**src/rtl/reg_arb_pkg.sv**
```systemverilog
// Shared encodings and default widths for the register-file access arbiter.
package reg_arb_pkg;

    typedef enum logic [1:0] {
        ST_IDLE = 2'd0,
        ST_ACC  = 2'd1,
        ST_WAIT = 2'd2
    } stateT;

    localparam logic PORT_I2C  = 1'b0;
    localparam logic PORT_HOST = 1'b1;

    localparam int DEF_ADDR_W   = 8;
    localparam int DEF_DATA_W   = 8;
    localparam int DEF_NUM_REGS = 8;
    localparam int DEF_NUM_RW   = 4;

endpackage

```
**src/rtl/rr_arb2.sv**
```systemverilog
// Two-way grant logic. REG_ARB_ROUND_ROBIN_EN selects round-robin tie breaking;
// otherwise port 0 always wins a tie.
module rr_arb2
    import reg_arb_pkg::*;
(
    input  logic req0,
    input  logic req1,
    input  logic lastGrant,
    output logic gnt,
    output logic valid
);

    assign valid = req0 | req1;

`ifdef REG_ARB_ROUND_ROBIN_EN
    // On a tie the port that did not win last time goes next.
    always_comb begin
        gnt = PORT_I2C;
        if (req0 && req1) gnt = ~lastGrant;
        else if (req1)    gnt = PORT_HOST;
    end
`else
    logic unusedLastGrant;
    assign unusedLastGrant = lastGrant;

    always_comb begin
        gnt = PORT_I2C;
        if (req1 && !req0) gnt = PORT_HOST;
    end
`endif

endmodule

```
**src/rtl/reg_access_arbiter.sv**
```systemverilog
// Serialises I2C-slave and host accesses onto the single-port register file,
// range-checks them and returns registered ack/err/rdata. Tie policy: REG_ARB_ROUND_ROBIN_EN.
module reg_access_arbiter
    import reg_arb_pkg::*;
#(
    parameter int ADDR_W   = DEF_ADDR_W,
    parameter int DATA_W   = DEF_DATA_W,
    parameter int NUM_REGS = DEF_NUM_REGS,
    parameter int NUM_RW   = DEF_NUM_RW
) (
    input  logic              clk,
    input  logic              rst,
    input  logic              r0_req,
    input  logic              r0_we,
    input  logic [ADDR_W-1:0] r0_addr,
    input  logic [DATA_W-1:0] r0_wdata,
    output logic              r0_ack,
    output logic              r0_err,
    output logic [DATA_W-1:0] r0_rdata,
    input  logic              r1_req,
    input  logic              r1_we,
    input  logic [ADDR_W-1:0] r1_addr,
    input  logic [DATA_W-1:0] r1_wdata,
    output logic              r1_ack,
    output logic              r1_err,
    output logic [DATA_W-1:0] r1_rdata,
    output logic [ADDR_W-1:0] ri_addr,
    output logic [DATA_W-1:0] ri_dataIn,
    output logic              ri_writeEn,
    input  logic [DATA_W-1:0] ri_dataOut,
    output logic              busy,
    output logic              grant
);

    stateT             state, stateNext;
    logic              lastGrant;
    logic              weQ, errQ;
    logic              arbGnt, arbValid;
    logic              latchReq, finishAcc;
    logic              selWe, selErr;
    logic [ADDR_W-1:0] selAddr;
    logic [DATA_W-1:0] selWdata;

    function automatic logic rangeErr(input logic [ADDR_W-1:0] addr, input logic we);
        return (addr >= ADDR_W'(NUM_REGS)) || (we && (addr >= ADDR_W'(NUM_RW)));
    endfunction

    // A port whose ack is showing this cycle is not eligible: that req belongs to
    // the access just completed.
    rr_arb2 u_arb (
        .req0      (r0_req & ~r0_ack),
        .req1      (r1_req & ~r1_ack),
        .lastGrant (lastGrant),
        .gnt       (arbGnt),
        .valid     (arbValid)
    );

    always_comb begin
        selWe    = r0_we;
        selAddr  = r0_addr;
        selWdata = r0_wdata;
        if (arbGnt == PORT_HOST) begin
            selWe    = r1_we;
            selAddr  = r1_addr;
            selWdata = r1_wdata;
        end
        selErr = rangeErr(selAddr, selWe);
    end

    always_comb begin
        stateNext = state;
        latchReq  = 1'b0;
        finishAcc = 1'b0;
        unique case (state)
            ST_IDLE: if (arbValid) begin
                latchReq  = 1'b1;
                stateNext = ST_ACC;
            end
            ST_ACC:  stateNext = ST_WAIT;
            ST_WAIT: begin
                finishAcc = 1'b1;
                stateNext = ST_IDLE;
            end
            default: stateNext = ST_IDLE;
        endcase
    end

    always_ff @(posedge clk or posedge rst) begin
        if (rst) begin
            state      <= ST_IDLE;
            lastGrant  <= PORT_HOST;
            grant      <= PORT_I2C;
            weQ        <= 1'b0;
            errQ       <= 1'b0;
            busy       <= 1'b0;
            ri_addr    <= '0;
            ri_dataIn  <= '0;
            ri_writeEn <= 1'b0;
            r0_ack     <= 1'b0;
            r0_err     <= 1'b0;
            r0_rdata   <= '0;
            r1_ack     <= 1'b0;
            r1_err     <= 1'b0;
            r1_rdata   <= '0;
        end else begin
            state      <= stateNext;
            busy       <= (stateNext != ST_IDLE);
            ri_writeEn <= 1'b0;
            r0_ack     <= 1'b0;
            r0_err     <= 1'b0;
            r1_ack     <= 1'b0;
            r1_err     <= 1'b0;
            if (latchReq) begin
                grant      <= arbGnt;
                lastGrant  <= arbGnt;
                weQ        <= selWe;
                errQ       <= selErr;
                ri_addr    <= selAddr;
                ri_dataIn  <= selWdata;
                ri_writeEn <= selWe && !selErr;
            end
            // Writes leave rdata alone; failed reads return zero.
            if (finishAcc) begin
                if (grant == PORT_HOST) begin
                    r1_ack <= 1'b1;
                    r1_err <= errQ;
                    if (!weQ) r1_rdata <= errQ ? '0 : ri_dataOut;
                end else begin
                    r0_ack <= 1'b1;
                    r0_err <= errQ;
                    if (!weQ) r0_rdata <= errQ ? '0 : ri_dataOut;
                end
            end
        end
    end

endmodule

```
**config.mk**
```make
export PLATFORM = sky130hd
export DESIGN_NAME = reg_access_arbiter
export DESIGN_NICKNAME = d
export VERILOG_FILES = /design/src/rtl/reg_arb_pkg.sv /design/src/rtl/rr_arb2.sv /design/src/rtl/reg_access_arbiter.sv
export SDC_FILE = /design/constraint.sdc
export NUM_CORES = 1
export LEC_CHECK = 0
export ABC_CLOCK_PERIOD_IN_PS = 1880
export BUFFER_PORTS_ARGS = -buffer_cell sky130_fd_sc_hd__buf_2
export CAP_MARGIN = 15
export CELL_PAD_IN_SITES_DETAIL_PLACEMENT = 1
export CELL_PAD_IN_SITES_GLOBAL_PLACEMENT = 2
export CORE_MARGIN = 5
export CORE_UTILIZATION = 27
export DETAILED_ROUTE_END_ITERATION = 12
export PLACE_DENSITY = 0.82
export SLEW_MARGIN = 20
export SYNTH_ARGS = -nofsm -noshare
export SYNTH_HDL_FRONTEND = slang
export SYNTH_HIERARCHICAL = 1
export SYNTH_SLANG_ARGS = --single-unit
```
**constraint.sdc**
```tcl
create_clock -name clk -period 1.88 [get_ports clk]
set_input_delay 0.376 -clock clk [delete_from_list [all_inputs] [get_ports clk]]
set_output_delay 0.376 -clock clk [all_outputs]
set_load 0.05 [all_outputs]
```
==> results of run 1 <==
[final timing paths]
path	start	to	slack [ns]	cells past startpoint
worst min register to register	r1_rdata[0]$_DFFE_PP0P_	r1_rdata[0]$_DFFE_PP0P_	0.48	2
max in group asynchronous	rst	weQ$_DFFE_PP0P_	1.23	3
worst min-delay path	rst	r0_rdata[5]$_DFFE_PP0P_	0.09	2
worst max-delay path	r1_ack$_DFF_PP0_	ri_writeEn$_DFF_PP0_	0.29	6
worst max register to register	r1_ack$_DFF_PP0_	ri_writeEn$_DFF_PP0_	0.29	6
min in group clk	ri_dataOut[3]	r0_rdata[3]$_DFFE_PP0P_	0.34	3
[flip-flops by register name (all words and copies together) (netlist names)]
| signal | cells |
|---|---|
| r1_rdata | 8 |
| ri_addr | 8 |
| r0_err | 1 |
| r1_ack | 1 |
| grant | 1 |
| r1_err | 1 |
| ri_writeEn | 1 |
| errQ | 1 |
| r0_rdata | 8 |
| busy | 1 |
| r0_ack | 1 |
| weQ | 1 |
| state | 2 |
| ri_dataIn | 8 |
[report_power, final]
part / leakage (nW) / switching (mW) / internal [mW]
logic: 0.632 / 1.99 / 0.656
registers: 0.517 / 0.224 / 1.34
clock network: 0.0612 / 0.319 / 0.430
[worst max-delay path, delay by kind of cell, from the launching register on]
kind	cells	cell delay, ns
buf+inv	1	0.19
flops	1	0.39
mux	1	0.19
simple gates	4	0.72
[area by class of cell]
cell class / count / share of cell area
clock buffer: 6 / 0.0332
clock inverter: 2 / 0.0141
inverter: 2 / 0.00302
multi-input combinational: 117 / 0.276
sequential: 43 / 0.432
tap: 77 / 0.0387
timing repair buffer: 92 / 0.203
[through the flow]
| stage | util | instance area [µm²] | std cells | total power, mW | hold WS [ns] |
|---|---|---|---|---|---|
| 3_3_place_gp | 0.369 | 2370 | 331 | 4.22 | 0.417 |
| 2_1_floorplan | - | 1810 | 172 | 3.54 | 0.480 |
| 4_1_cts | 0.388 | 2490 | 339 | 5.04 | 0.0994 |
| 6_report | 0.388 | 2490 | 339 | 4.96 | 0.0888 |
| 5_1_grt | 0.388 | 2490 | 339 | 5.28 | 0.117 |
| 3_5_place_dp | 0.369 | 2370 | 331 | 4.27 | 0.428 |
[routing by layer]
layer  wire (µm)  up-vias  GRT usage
met1        2220      733      0.163
met5           0        -          0
met4          42        0     0.0334
met2        2210       55      0.182
li1            -      758          -
met3         428        5     0.0499
==> results.yml, run 1 <==
critical_path:
  cp_cell_sequence: "nor2b_1, nor2b_2, buf_12, mux2i_1, nand2_1, nor3b_1"
  cp_data_arrival_time_ns: 1.80
  endpoint_kind: "flip-flop"
  timing.critical_path.slowest_cell_delay_ns: 0.39
  critPathKind: "reg -> reg"
  worstPathMaxFanout: 13
  cp_slowest_cell: "sky130_fd_sc_hd__dfrtp_1"
  worstSetupStartpointType: "flip-flop"
  cp_data_required_time_ns: 2.09
placed_design:
  dp_worst_setup_slack_ns: 0.192
  io_buffers: 84
  dpl.hpwl_mm: 3.78
  gpl.final_weighted_congestion: 0.755
cts:
  cts_post_setup_buffers_inserted: 0
  hold_buffers: 0
  clock_insertion_delay_worst_skew_ns: 0.29
  cts.repair.resized: 0
  clock_slew_at_the_register_clock_pins_of_the_worst_setup_and_hold_paths_ns: 0.08
  clock_sinks: 43
  ctsHtreeMaxLevel: 2
  cts-buffers-inserted: 5
  root_buffer: "sky130_fd_sc_hd__clkbuf_8"
  cts_max_path_buffers: 2
  cts_tree: "yes"
global_route:
  grt_pass1_wl_mm: 8.29
  total_grt_usage: 0.122
  grt_overflow: 0
  antenna_found_initial: 0
  grt_pass1_vias: 1682
  grt_max_degree: 40
floorplanning:
  core_region_area_um2: 6420
  dieHeight_um: 91.9
  initial_utilization: 0.282
  rows: 29
  io_pins: 85
  fp.dieArea_um2: 8450
  die_w_um: 91.9
drt:
  detail_route.drc_violations: 0
  wirelength_mm: 4.90
  drt_iter0_markers: 45
  wl_per_cell_um: 14.5
  route.vias.total: 1551
  ant_nets: 0
  avgViaCountPerCell: 4.58
  drtPass1Iterations: 6
cells_and_area:
  antenna_cells: 0
  sequential_cell_area_um2: 1080
  multi_input_comb_area_um2: 687
  layout-area-overhead-vs-synth_pct: 37.4
  layout-drive-gt1-share: 0.393
  mostFrequentLayoutCell: "sky130_fd_sc_hd__buf_2"
  final_nets: 307
  fill_cells: 787
  layout.cells.most_common_list: "sky130_fd_sc_hd__buf_2 (84), sky130_fd_sc_hd__dfrtp_1 (43), sky130_fd_sc_hd__nor2_1 (21)"
timing:
  unrepaired_setup_endpoints_after_global_routing: "no"
  setup-violations-final: 0
  final-max-slew-violation-count: 0
  final.setup.worst_slack_ns: 0.291
  maxClockFrequency_mhz: 629
  timing.max_slew.rel_slack: 0.677
  timing.final.crit_share: 0.845
  report.final.hold_viol_count: 0
  worstMarginPinSlew_ns: 0.484
  final.min_clock_period_ns: 1.59
  clock-skew-final_ns: 0.00540
  setup_tns_ns: 0
job:
  cap_viol_max_count: 0
power:
  leakage_component_of_the_power_nw: 1.21
  peakVddDrop_mv: 0.757
  power.density_cell_area_nw_per_um2: 1990
logic_synthesis:
  syn_avg_cell_area_um2: 10.5
  postSynthCellCount: 172
  ys.warnings.count: 6
  syn-num-nets: 218
  post_synth_instance_area_um2: 1810
hold_path:
  timing.hold.worst.class: "in -> async"
outcome:
  run_status: "complete, no violations"
Power figures use the tool's default switching activity.
==> inputs of run 2 (changes only) <==
--- a/config.mk
+++ b/config.mk
@@ -5,15 +5,15 @@
 export SDC_FILE = /design/constraint.sdc
 export NUM_CORES = 1
 export LEC_CHECK = 0
-export ABC_CLOCK_PERIOD_IN_PS = 1880
+export ABC_CLOCK_PERIOD_IN_PS = 1330
 export BUFFER_PORTS_ARGS = -buffer_cell sky130_fd_sc_hd__buf_2
 export CAP_MARGIN = 15
 export CELL_PAD_IN_SITES_DETAIL_PLACEMENT = 1
 export CELL_PAD_IN_SITES_GLOBAL_PLACEMENT = 2
 export CORE_MARGIN = 5
-export CORE_UTILIZATION = 27
+export CORE_UTILIZATION = 24
 export DETAILED_ROUTE_END_ITERATION = 12
-export PLACE_DENSITY = 0.82
+export PLACE_DENSITY = 0.77
 export SLEW_MARGIN = 20
 export SYNTH_ARGS = -nofsm -noshare
 export SYNTH_HDL_FRONTEND = slang
==> constraint.sdc (replaced) <==
create_clock -name clk -period 1.33 [get_ports clk]
set_input_delay 0.266 -clock clk [delete_from_list [all_inputs] [get_ports clk]]
set_output_delay 0.266 -clock clk [all_outputs]
set_load 0.05 [all_outputs]
==> run 2 against run 1 <==
The run now ends with negative setup slack left. Global-route usage is essentially flat. Hold slack gained 0.16 ns. Critical path depth grew 2. Sequential share of layout area shrank 6.6 points. Setup slack lost 0.45 ns. Maximum frequency grew 7.0%. Core utilization grew 1.7 points. Total power grew 60%. Highest routed layer unchanged. First-iteration DRC count grew 8.9%. Non-clock buffer count grew 23.
==> results.yml, run 2 (synthesis gave the netlist of run 1 again) <==
outcome:
  run_status: "finished, violations left"
  violated_checks: "negative setup slack"
power:
  peakVddDrop_mv: 0.820
  total_power_mw: 7.92
  power.density_cell_area_nw_per_um2: 2680
  leakage_component_of_the_power_nw: 1.38
global_route:
  grt_overflow: 0
  antenna_found_initial: 0
  grt_pass1_wl_mm: 9.38
  grt_pass1_vias: 1857
  grt_max_degree: 44
  total_grt_usage: 0.122
critical_path:
  cp_data_arrival_time_ns: 1.71
  critPathKind: "reg -> reg"
  endpoint_kind: "flip-flop"
  worstSetupStartpointType: "flip-flop"
  cp_data_required_time_ns: 1.56
  worstPathMaxFanout: 6
drt:
  detail_route.drc_violations: 0
  ant_nets: 0
  drtPass1Iterations: 4
  route.vias.total: 1644
  drt_iter0_markers: 49
  wirelength_mm: 5.53
  avgViaCountPerCell: 4.28
  wl_per_cell_um: 14.4
cts:
  clock_insertion_delay_worst_skew_ns: 0.29
  ctsHtreeMaxLevel: 2
  cts_tree: "yes"
  cts_max_path_buffers: 2
  clock_slew_at_the_register_clock_pins_of_the_worst_setup_and_hold_paths_ns: 0.08
  clock_sinks: 43
  cts-buffers-inserted: 5
  root_buffer: "sky130_fd_sc_hd__clkbuf_8"
timing:
  timing.max_slew.rel_slack: 0.752
  final.min_clock_period_ns: 1.48
  clock-skew-final_ns: 0.00714
  maxClockFrequency_mhz: 673
  worstMarginPinSlew_ns: 0.372
  final.setup.worst_slack_ns: -0.155
  unrepaired_setup_endpoints_after_global_routing: "yes"
  timing.final.crit_share: 1.12
  report.final.hold_viol_count: 0
  setup-violations-final: 29
  final-max-slew-violation-count: 0
  setup_tns_ns: -2.47
placed_design:
  gpl.final_weighted_congestion: 0.754
  io_buffers: 84
  placedInstanceArea_um2: 2530
  dpl.hpwl_mm: 3.84
job:
  cap_viol_max_count: 0
hold_path:
  timing.hold.worst.class: "in -> reg"
floorplanning:
  io_pins: 85
  initial_utilization: 0.248
  die_w_um: 96.9
  dieHeight_um: 96.9
  core_region_area_um2: 7290
  rows: 31
  fp.dieArea_um2: 9390
cells_and_area:
  multi_input_comb_area_um2: 852
  layout.cells.most_common_list: "sky130_fd_sc_hd__buf_2 (82), sky130_fd_sc_hd__dfrtp_1 (40), sky130_fd_sc_hd__buf_4 (16)"
  layout-area-overhead-vs-synth_pct: 63.0
  mostFrequentLayoutCell: "sky130_fd_sc_hd__buf_2"
  sequential_cell_area_um2: 1080
  final_core_util: 0.405
  design_area_um2: 2950
  antenna_cells: 0
  final_nets: 330
  fill_cells: 843
  layout-drive-gt1-share: 0.568
-- run 2: changes by cell type in the layout (fill, tap and decap cells not counted), moves of 4 or more --
| cell | change |
|---|---|
| sky130_fd_sc_hd__nor2_1 | -6 |
| sky130_fd_sc_hd__buf_12 | +4 |
| sky130_fd_sc_hd__nand2_1 | -9 |
| sky130_fd_sc_hd__buf_4 | +10 |
| sky130_fd_sc_hd__buf_6 | +7 |
| sky130_fd_sc_hd__mux2i_2 | +5 |
| sky130_fd_sc_hd__nand2_2 | +9 |
| sky130_fd_sc_hd__mux2i_1 | -5 |
| sky130_fd_sc_hd__a21oi_2 | +9 |
| sky130_fd_sc_hd__a21oi_1 | -9 |
-- run 2: layout make-up --
cell class	instances	share of cell area
inverter	2	0.00254
tap	99	0.0419
multi-input combinational	117	0.289
sequential	43	0.366
clock buffer	8	0.0271
timing repair buffer	115	0.274
-- run 2: report_power, final --
part | switching (mW) | total, mW | internal (mW) | leakage [nW]
clock network | 0.417 | 0.791 | 0.373 | 0.0395
registers | 0.361 | 2.26 | 1.90 | 0.513
logic | 3.18 | 4.87 | 1.68 | 0.823
total | 3.96 | 7.92 | 3.95 | 1.38
-- run 2: worst max-delay path, stage by stage, from the launching register on --
cell	delay, ns
sky130_fd_sc_hd__dfrtp_2	0.42
sky130_fd_sc_hd__nor2b_2	0.11
sky130_fd_sc_hd__or2_1	0.14
sky130_fd_sc_hd__nor3b_4	0.24
sky130_fd_sc_hd__buf_6	0.15
sky130_fd_sc_hd__buf_12	0.12
sky130_fd_sc_hd__buf_12	0.12
sky130_fd_sc_hd__nor2_4	0.04
sky130_fd_sc_hd__a21oi_2	0.09
-- run 2: per-stage QoR --
step / std cells / setup slack [ns] / hold WS [ns]
2_1_floorplan: 172 / -0.213 / 0.424
3_3_place_gp: 362 / -0.118 / 0.319
3_5_place_dp: 362 / -0.153 / 0.323
4_1_cts: 380 / -0.133 / 0.230
5_1_grt: 384 / -0.235 / 0.237
6_report: 384 / -0.155 / 0.245
-- run 2: worst paths after layout --
path | endpoint | slack, ns | depth (start not counted) | startpoint
hold reg to reg | r1_rdata[2]$_DFFE_PP0P_ | 0.48 | 2 | r1_rdata[2]$_DFFE_PP0P_
max in group asynchronous | r1_ack$_DFF_PP0_ | 0.56 | 4 | rst
min in group asynchronous | r0_rdata[2]$_DFFE_PP0P_ | 0.56 | 4 | rst
setup / recovery | ri_addr[1]$_DFFE_PP0P_ | -0.15 | 8 | r1_ack$_DFF_PP0_
hold / removal | r0_rdata[3]$_DFFE_PP0P_ | 0.24 | 3 | ri_dataOut[3]
setup reg to reg | ri_addr[1]$_DFFE_PP0P_ | -0.15 | 8 | r1_ack$_DFF_PP0_
-- run 2: timing repair --
action,in CTS,in global routing
resized for setup,28,31
buffers inserted,5,5
hold buffers,1,0
hold endpoints to repair,13,0
gates cloned,4,0
setup endpoints to repair,29,31
pin swaps,8,5
-- run 2: metal layers --
| layer | GRT usage | part of all wire |
|---|---|---|
| met1 | 0.160 | 0.47 |
| met2 | 0.189 | 0.46 |
| met3 | 0.0432 | 0.058 |
| met4 | 0.0324 | 0.011 |
| met5 | 0 | 0 |
